===== config.mk =====
export PLATFORM = sky130hd
export DESIGN_NAME = syn_gpu_fb_fetch
export DESIGN_NICKNAME = d
export VERILOG_FILES = /design/src/rtl/syn_gpu_fb_fetch.sv
export SDC_FILE = /design/constraint.sdc
export NUM_CORES = 1
export LEC_CHECK = 0
export CAP_MARGIN = 40
export CELL_PAD_IN_SITES_DETAIL_PLACEMENT = 1
export CELL_PAD_IN_SITES_GLOBAL_PLACEMENT = 1
export CORE_MARGIN = 2
export CORE_UTILIZATION = 40
export CTS_CLUSTER_DIAMETER = 100
export DETAILED_ROUTE_END_ITERATION = 8
export PLACE_DENSITY = 0.69
export SLEW_MARGIN = 0
export SYNTH_ARGS = -nofsm -noshare
export SYNTH_HDL_FRONTEND = slang
export SYNTH_SLANG_ARGS = --single-unit

===== constraint.sdc =====
create_clock -name clk_ir -period 4.2 [get_ports clk_ir]
set_input_delay 0.42 -clock clk_ir [delete_from_list [all_inputs] [get_ports clk_ir]]
set_output_delay 0.42 -clock clk_ir [all_outputs]
set_load 0.01 [all_outputs]

===== src/rtl/syn_gpu_fb_fetch.sv =====
// Frame-buffer fetch: credit-bounded SRAM reads into a word FIFO, unpacked to 8-bit pixels.
// IDLE: wait for frame_start | FETCH: issue reads | DRAIN: reads done, emptying FIFO | FLUSH: abort, absorb returns
module syn_gpu_fb_fetch #(
  parameter int unsigned FB_BASE_ADDR = 0,
  parameter int unsigned H_PIXELS     = 640,
  parameter int unsigned V_LINES      = 480,
  parameter int unsigned SRAM_ADDR_W  = 18,
  parameter int unsigned FIFO_DEPTH   = 16
) (
  input  logic                   clk_ir,
  input  logic                   rst_sync,
  input  logic                   fetch_en,
  input  logic                   frame_start,
  input  logic                   stat_clr,
  output logic                   busy,
  output logic                   underflow,
  output logic                   frame_ovr,
  output logic                   sram_rd_req,
  output logic [SRAM_ADDR_W-1:0] sram_addr,
  input  logic                   sram_rd_ack,
  input  logic                   sram_rd_valid,
  input  logic [15:0]            sram_rd_data,
  output logic                   pxl_valid,
  input  logic                   pxl_ready,
  output logic [7:0]             pxl_data,
  output logic                   pxl_sof,
  output logic                   pxl_eol
);
  localparam int unsigned WORDS = H_PIXELS * V_LINES / 2;
  localparam int unsigned CW    = $clog2(WORDS + 1);
  localparam int unsigned AW    = $clog2(FIFO_DEPTH);
  localparam int unsigned FW    = AW + 1;
  localparam int unsigned XW    = (H_PIXELS > 1) ? $clog2(H_PIXELS) : 1;
  localparam int unsigned YW    = (V_LINES > 1) ? $clog2(V_LINES) : 1;

  typedef enum logic [1:0] {S_IDLE, S_FETCH, S_DRAIN, S_FLUSH} state_t;

  state_t                 r_state, w_state_nxt;
  logic                   r_req, w_req_nxt;
  logic [SRAM_ADDR_W-1:0] r_addr;
  logic [CW-1:0]          r_req_cnt, w_req_cnt_nxt;
  logic [FW-1:0]          r_outst, w_outst_nxt;
  logic [FW-1:0]          r_cnt, w_cnt_nxt;
  logic [AW-1:0]          r_wr_ptr, r_rd_ptr;
  logic [15:0]            r_mem [FIFO_DEPTH];
  logic                   r_sel;
  logic [XW-1:0]          r_x;
  logic [YW-1:0]          r_y;
  logic                   r_first_done, r_frame_done;
  logic                   r_underflow, r_frame_ovr;
  logic                   w_active, w_ack, w_vld_in, w_push, w_pop, w_xfer;
  logic                   w_start, w_clear, w_hold, w_last_x, w_last_y;

  assign w_ack    = r_req && sram_rd_ack;
  assign w_hold   = r_req && !sram_rd_ack;
  assign w_vld_in = sram_rd_valid && (r_state != S_IDLE) && (r_outst != '0);
  assign w_push   = w_vld_in && w_active;
  assign w_xfer   = pxl_valid && pxl_ready;
  assign w_pop    = w_xfer && r_sel;
  assign w_start  = (r_state == S_IDLE) && frame_start && fetch_en;
  assign w_clear  = w_start || ((r_state == S_FLUSH) && (r_outst == '0));
  assign w_last_x = (r_x == XW'(H_PIXELS - 1));
  assign w_last_y = (r_y == YW'(V_LINES - 1));

  assign w_outst_nxt   = r_outst + FW'(w_ack) - FW'(w_vld_in);
  assign w_cnt_nxt     = r_cnt + FW'(w_push) - FW'(w_pop);
  assign w_req_cnt_nxt = r_req_cnt + CW'(w_ack);

  always_ff @(posedge clk_ir) begin
    if (rst_sync) r_state <= S_IDLE;
    else          r_state <= w_state_nxt;
  end

  always_comb begin
    w_state_nxt = r_state;
    case (r_state)
      S_IDLE:  if (w_start) w_state_nxt = S_FETCH;
      S_FETCH: begin
        if (!fetch_en && !w_hold)               w_state_nxt = S_FLUSH;
        else if (r_req_cnt == CW'(WORDS))       w_state_nxt = S_DRAIN;
      end
      S_DRAIN: begin
        if ((r_outst == '0) && r_frame_done)    w_state_nxt = S_IDLE;
        else if (!fetch_en)                     w_state_nxt = S_FLUSH;
      end
      S_FLUSH: if (r_outst == '0) w_state_nxt = S_IDLE;
      default: w_state_nxt = S_IDLE;
    endcase
  end

  always_comb begin
    busy      = (r_state != S_IDLE);
    w_active  = (r_state == S_FETCH) || (r_state == S_DRAIN);
    pxl_valid = w_active && (r_cnt != '0);
    pxl_data  = '0;
    if (pxl_valid) pxl_data = r_sel ? r_mem[r_rd_ptr][15:8] : r_mem[r_rd_ptr][7:0];
    pxl_sof   = pxl_valid && (r_x == '0) && (r_y == '0) && !r_first_done;
    pxl_eol   = pxl_valid && w_last_x;
  end

  // Credit check uses next-cycle occupancy so a new request can follow an ack back to back.
  always_comb begin
    w_req_nxt = 1'b0;
    if (w_hold) w_req_nxt = 1'b1;
    else if ((r_state == S_FETCH) && (w_state_nxt == S_FETCH) && fetch_en &&
             (({1'b0, w_cnt_nxt} + {1'b0, w_outst_nxt}) < (FW + 1)'(FIFO_DEPTH)) &&
             (w_req_cnt_nxt < CW'(WORDS)))
      w_req_nxt = 1'b1;
  end

  assign sram_rd_req = r_req;
  assign sram_addr   = r_addr;
  assign underflow   = r_underflow;
  assign frame_ovr   = r_frame_ovr;

  always_ff @(posedge clk_ir) begin
    if (w_push) r_mem[r_wr_ptr] <= sram_rd_data;
  end

  always_ff @(posedge clk_ir) begin
    if (rst_sync) begin
      r_req        <= 1'b0;
      r_addr       <= '0;
      r_req_cnt    <= '0;
      r_outst      <= '0;
      r_cnt        <= '0;
      r_wr_ptr     <= '0;
      r_rd_ptr     <= '0;
      r_sel        <= 1'b0;
      r_x          <= '0;
      r_y          <= '0;
      r_first_done <= 1'b0;
      r_frame_done <= 1'b0;
      r_underflow  <= 1'b0;
      r_frame_ovr  <= 1'b0;
    end else begin
      r_req   <= w_req_nxt;
      r_outst <= w_outst_nxt;
      if (w_start)    r_addr <= SRAM_ADDR_W'(FB_BASE_ADDR);
      else if (w_ack) r_addr <= r_addr + 1'b1;
      r_req_cnt <= w_start ? '0 : w_req_cnt_nxt;
      if (w_clear) begin
        r_cnt    <= '0;
        r_wr_ptr <= '0;
        r_rd_ptr <= '0;
        r_sel    <= 1'b0;
      end else begin
        r_cnt <= w_cnt_nxt;
        if (w_push) r_wr_ptr <= r_wr_ptr + 1'b1;
        if (w_pop)  r_rd_ptr <= r_rd_ptr + 1'b1;
        if (w_xfer) r_sel    <= ~r_sel;
      end
      if (w_start) begin
        r_x          <= '0;
        r_y          <= '0;
        r_first_done <= 1'b0;
        r_frame_done <= 1'b0;
      end else if (w_xfer) begin
        r_first_done <= 1'b1;
        if (w_last_x) begin
          r_x <= '0;
          if (w_last_y) begin
            r_y          <= '0;
            r_frame_done <= 1'b1;
          end else begin
            r_y <= r_y + 1'b1;
          end
        end else begin
          r_x <= r_x + 1'b1;
        end
      end
      // Empty FIFO before the first pixel is the startup fill, not an underflow.
      if (w_active && pxl_ready && !pxl_valid && r_first_done && !r_frame_done)
        r_underflow <= 1'b1;
      else if (stat_clr)
        r_underflow <= 1'b0;
      if (frame_start && (r_state != S_IDLE)) r_frame_ovr <= 1'b1;
      else if (stat_clr)                      r_frame_ovr <= 1'b0;
    end
  end
endmodule

==> impl_metrics.json <==
{
  "fp-row-count": 68,
  "finalCritPeriodShare_pct": 89.70,
  "hold_class": "reg -> reg",
  "cts_hold_buf": 0,
  "power_leakage_nw": 5.353,
  "yosys-top-cells-area": "edfxtp_1 55%, mux4_2 13%, dfxtp_1 12%, ha_1 2.8%, xor2_1 2.4%",
  "core-area_sq_um": 34540,
  "ys_warn_count": 0,
  "holdWs_ps": 501.1,
  "criticalPathCategory": "reg -> out",
  "grt_max_degree": 54,
  "syn-cell-area_sq_um": 14050,
  "max_freq_ghz": 0.2654,
  "p_sw_share_pct": 21.94,
  "grt_first_pass_wirelength_um": 49600,
  "vias_per_cell": 5.372,
  "internal_power_w": 0.005640,
  "dieArea_sq_um": 36650,
  "port-buffer-count": 56,
  "async_flop_share_pct": 0,
  "synth.distinct_cells": 50,
  "layout.nets": 1026,
  "hold_viol_final": 0,
  "drc": 0,
  "synth_most_common_cell": "edfxtp_1",
  "min_from": "sram_addr[1]",
  "cts_max_path_buffers": 3,
  "peakVddDrop_mv": 0.3341,
  "synth_area_per_cell_sq_um": 15.99,
  "startpoint_type": "register",
  "syn_nets": 936,
  "r2r-start": "r_state[0]",
  "synth-main-ff-cell": "edfxtp_1",
  "drtIter0Drc": 386,
  "p_seq_share_pct": 50.7,
  "yosys.area.top_type_share_pct": 54.70,
  "cap_violations": 0,
  "grt_overflow": 0,
  "htree_levels": 2,
  "p_switching_w": 0.001585,
  "synthCells": 879,
  "cp_slowest_cell": "dfxtp_4",
  "crit_fanout": 27,
  "yosys.area.top_type": "edfxtp_1",
  "skew_ps": 24.05,
  "seq_area_frac_synth_pct": 66.80,
  "dp_hpwl_um": 20660,
  "cts_resized": 0,
  "r2r_setup_slack_ps": 630,
  "p_per_area_nw_per_um2": 438.0,
  "ant_nets": 0,
  "cp-end-kind": "output port",
  "start_util_pct": 40.69,
  "cpLargestDelayFamily": "multiplexers",
  "crit_buf_inv": 2,
  "clk_latency_ps": 550,
  "drive_gt1_share_pct": 18.76,
  "gp_congestion": 0.7617,
  "grtUsageTotal_pct": 18.08,
  "area_delta_synth_final_pct": 17.37,
  "cts_buffers": 38,
  "cts_tree": "done",
  "dieHeight_um": 191.5,
  "crit_required_ps": 3780,
  "total_power_w": 0.007225,
  "period_needed_ps": 3767,
  "cp_slowest_stage_delay_ps": 650,
  "path_clk_slew_ps": 60,
  "root_buffer": "clkbuf_16",
  "combPwrFrac_pct": 5.4,
  "path_cells": "buf_12 > mux4_2 > mux4_2 > mux2i_1 > nor2_1 > clkdlybuf4s50_1",
  "wirelength_um": 31890,
  "clockPowerShare_pct": 43.9,
  "timing.max_slew.rel_slack_pct": 47.03,
  "ys_seq_elements": 341,
  "drtPass1Iterations": 5,
  "setup_viol": 0,
  "worst-slew-pin-transition_ps": 794.6,
  "cts.sinks": 341,
  "fin_cells": 1453,
  "seq_area_sq_um": 9394,
  "num_vias": 7805,
  "crit_top_cell": "mux4_2",
  "fin_ws_ps": 432.6,
  "fillers": 3396,
  "dp_slack_ps": 614.7,
  "crit_arrival_ps": 3350,
  "tns_ps": 0,
  "wl_per_cell_um": 21.95,
  "dp.cells": 1384,
  "pin_count": 57,
  "postCtsSetupBuffers": 0,
  "status": "finished clean",
  "rsz0062_at_grt": "no",
  "antenna_found_initial": 2,
  "multiInputGateArea_sq_um": 4427,
  "finalMaxSlewViolations": 0,
  "grt_pass1_vias": 8274,
  "die_x_um": 191.5,
  "synth_commonest_cells": "256 x edfxtp_1, 88 x nor2_1, 85 x dfxtp_1",
  "synth_edf_count": 256
}
## kinds of logic (layout without fill, tap and decap cells)
| kind of cell | count (synthesis) | after routing | share of synthesized area, % |
|---|---|---|---|
| XOR/XNOR | 59 | 59 | 3.677 |
| buffers and inverters | 64 | 182 | 2.056 |
| adder cells (fa/ha/maj) | 33 | 33 | 3.045 |
| AND/OR/NAND/NOR | 238 | 238 | 8.600 |
| AO/OA/AOI/OAI | 55 | 55 | 2.359 |
| multiplexers | 89 | 89 | 13.46 |
| flip-flops | 341 | 341 | 66.80 |
| other | 0 | 1 | 0 |
## worst min-delay path, stage by stage (launching register included)
cell,delay [ps]
dfxtp_1,340
nand2_1,60
a21oi_1,50
## cell usage in the layout, fill, tap and decap left out, types with 4 or more instances in the layout
master and n:
and4_1 5, nand3_1 21, ha_1 31, nand2b_1 5, clkinv_2 5, nor3b_1 4
nor4_1 6, nor2_1 76, xnor2_1 20, a21oi_1 20, or3_1 8, nor3_2 4
nor2_2 13, buf_4 27, clkbuf_1 11, dfxtp_1 83, xor2_1 39, mux4_2 80
nor2b_1 9, and3_1 14, inv_1 27, nand2_1 35, edfxtp_1 256, mux2i_1 9
nand4_1 18, o21ai_0 11, nor3_1 6, clkinv_1 6, a31oi_1 7, clkdlybuf4s50_1 56
clkbuf_16 38, and2_1 5
## layer usage
metal | wire length [um] | global-route usage, %
met2 | 15530 | 30.07
met5 | 70 | 1.099
met4 | 845 | 6.124
met1 | 13810 | 23.53
met3 | 1639 | 3.745
## worst paths after layout
check                 endpoint  cells after the start
setup / recovery   pxl_data[4]                      6
hold / removal    sram_addr[1]                      2
setup reg to reg   sram_rd_req                     16
hold reg to reg   sram_addr[1]                      2
## power groups by stage
stage / sequential (W) / clock [W] / combinational (W)
2_1_floorplan: 0.00373 / 0 / 0.000230
6_report: 0.00367 / 0.00317 / 0.000389
3_3_place_gp: 0.00373 / 0 / 0.000385
5_1_grt: 0.00367 / 0.00336 / 0.000445
4_1_cts: 0.00367 / 0.00325 / 0.000398
3_5_place_dp: 0.00374 / 0 / 0.000394
## state kept, by name, summed over array words and instances (netlist names), named ones only
signal / flops
r_cnt: 5
r_mem: 256
r_rd_ptr: 4
sram_rd_req: 1
r_sel: 1
r_wr_ptr: 4
r_x: 10
r_req_cnt: 18
r_first_done: 1
r_outst: 5
frame_ovr: 1
r_y: 9
underflow: 1
sram_addr: 18
r_state: 2
r_frame_done: 1
## per-stage QoR
step | area, sq um | utilization (%)
after floorplan | 14050 | -
after global placement | 15320 | 44.35
after detailed placement | 15320 | 44.35
after CTS | 16490 | 47.75
after global routing | 16490 | 47.75
final | 16500 | 47.75
## layout make-up
type,count,area share (%)
Inverter,28,0.6371
Multi-Input combinational cell,474,26.84
Tap cell,455,3.451
Sequential cell,341,56.95
Timing Repair Buffer,86,4.991
Clock buffer,50,6.098
Antenna cell,1,0.01517
Clock inverter,18,1.024
Power figures use the tool's default switching activity.
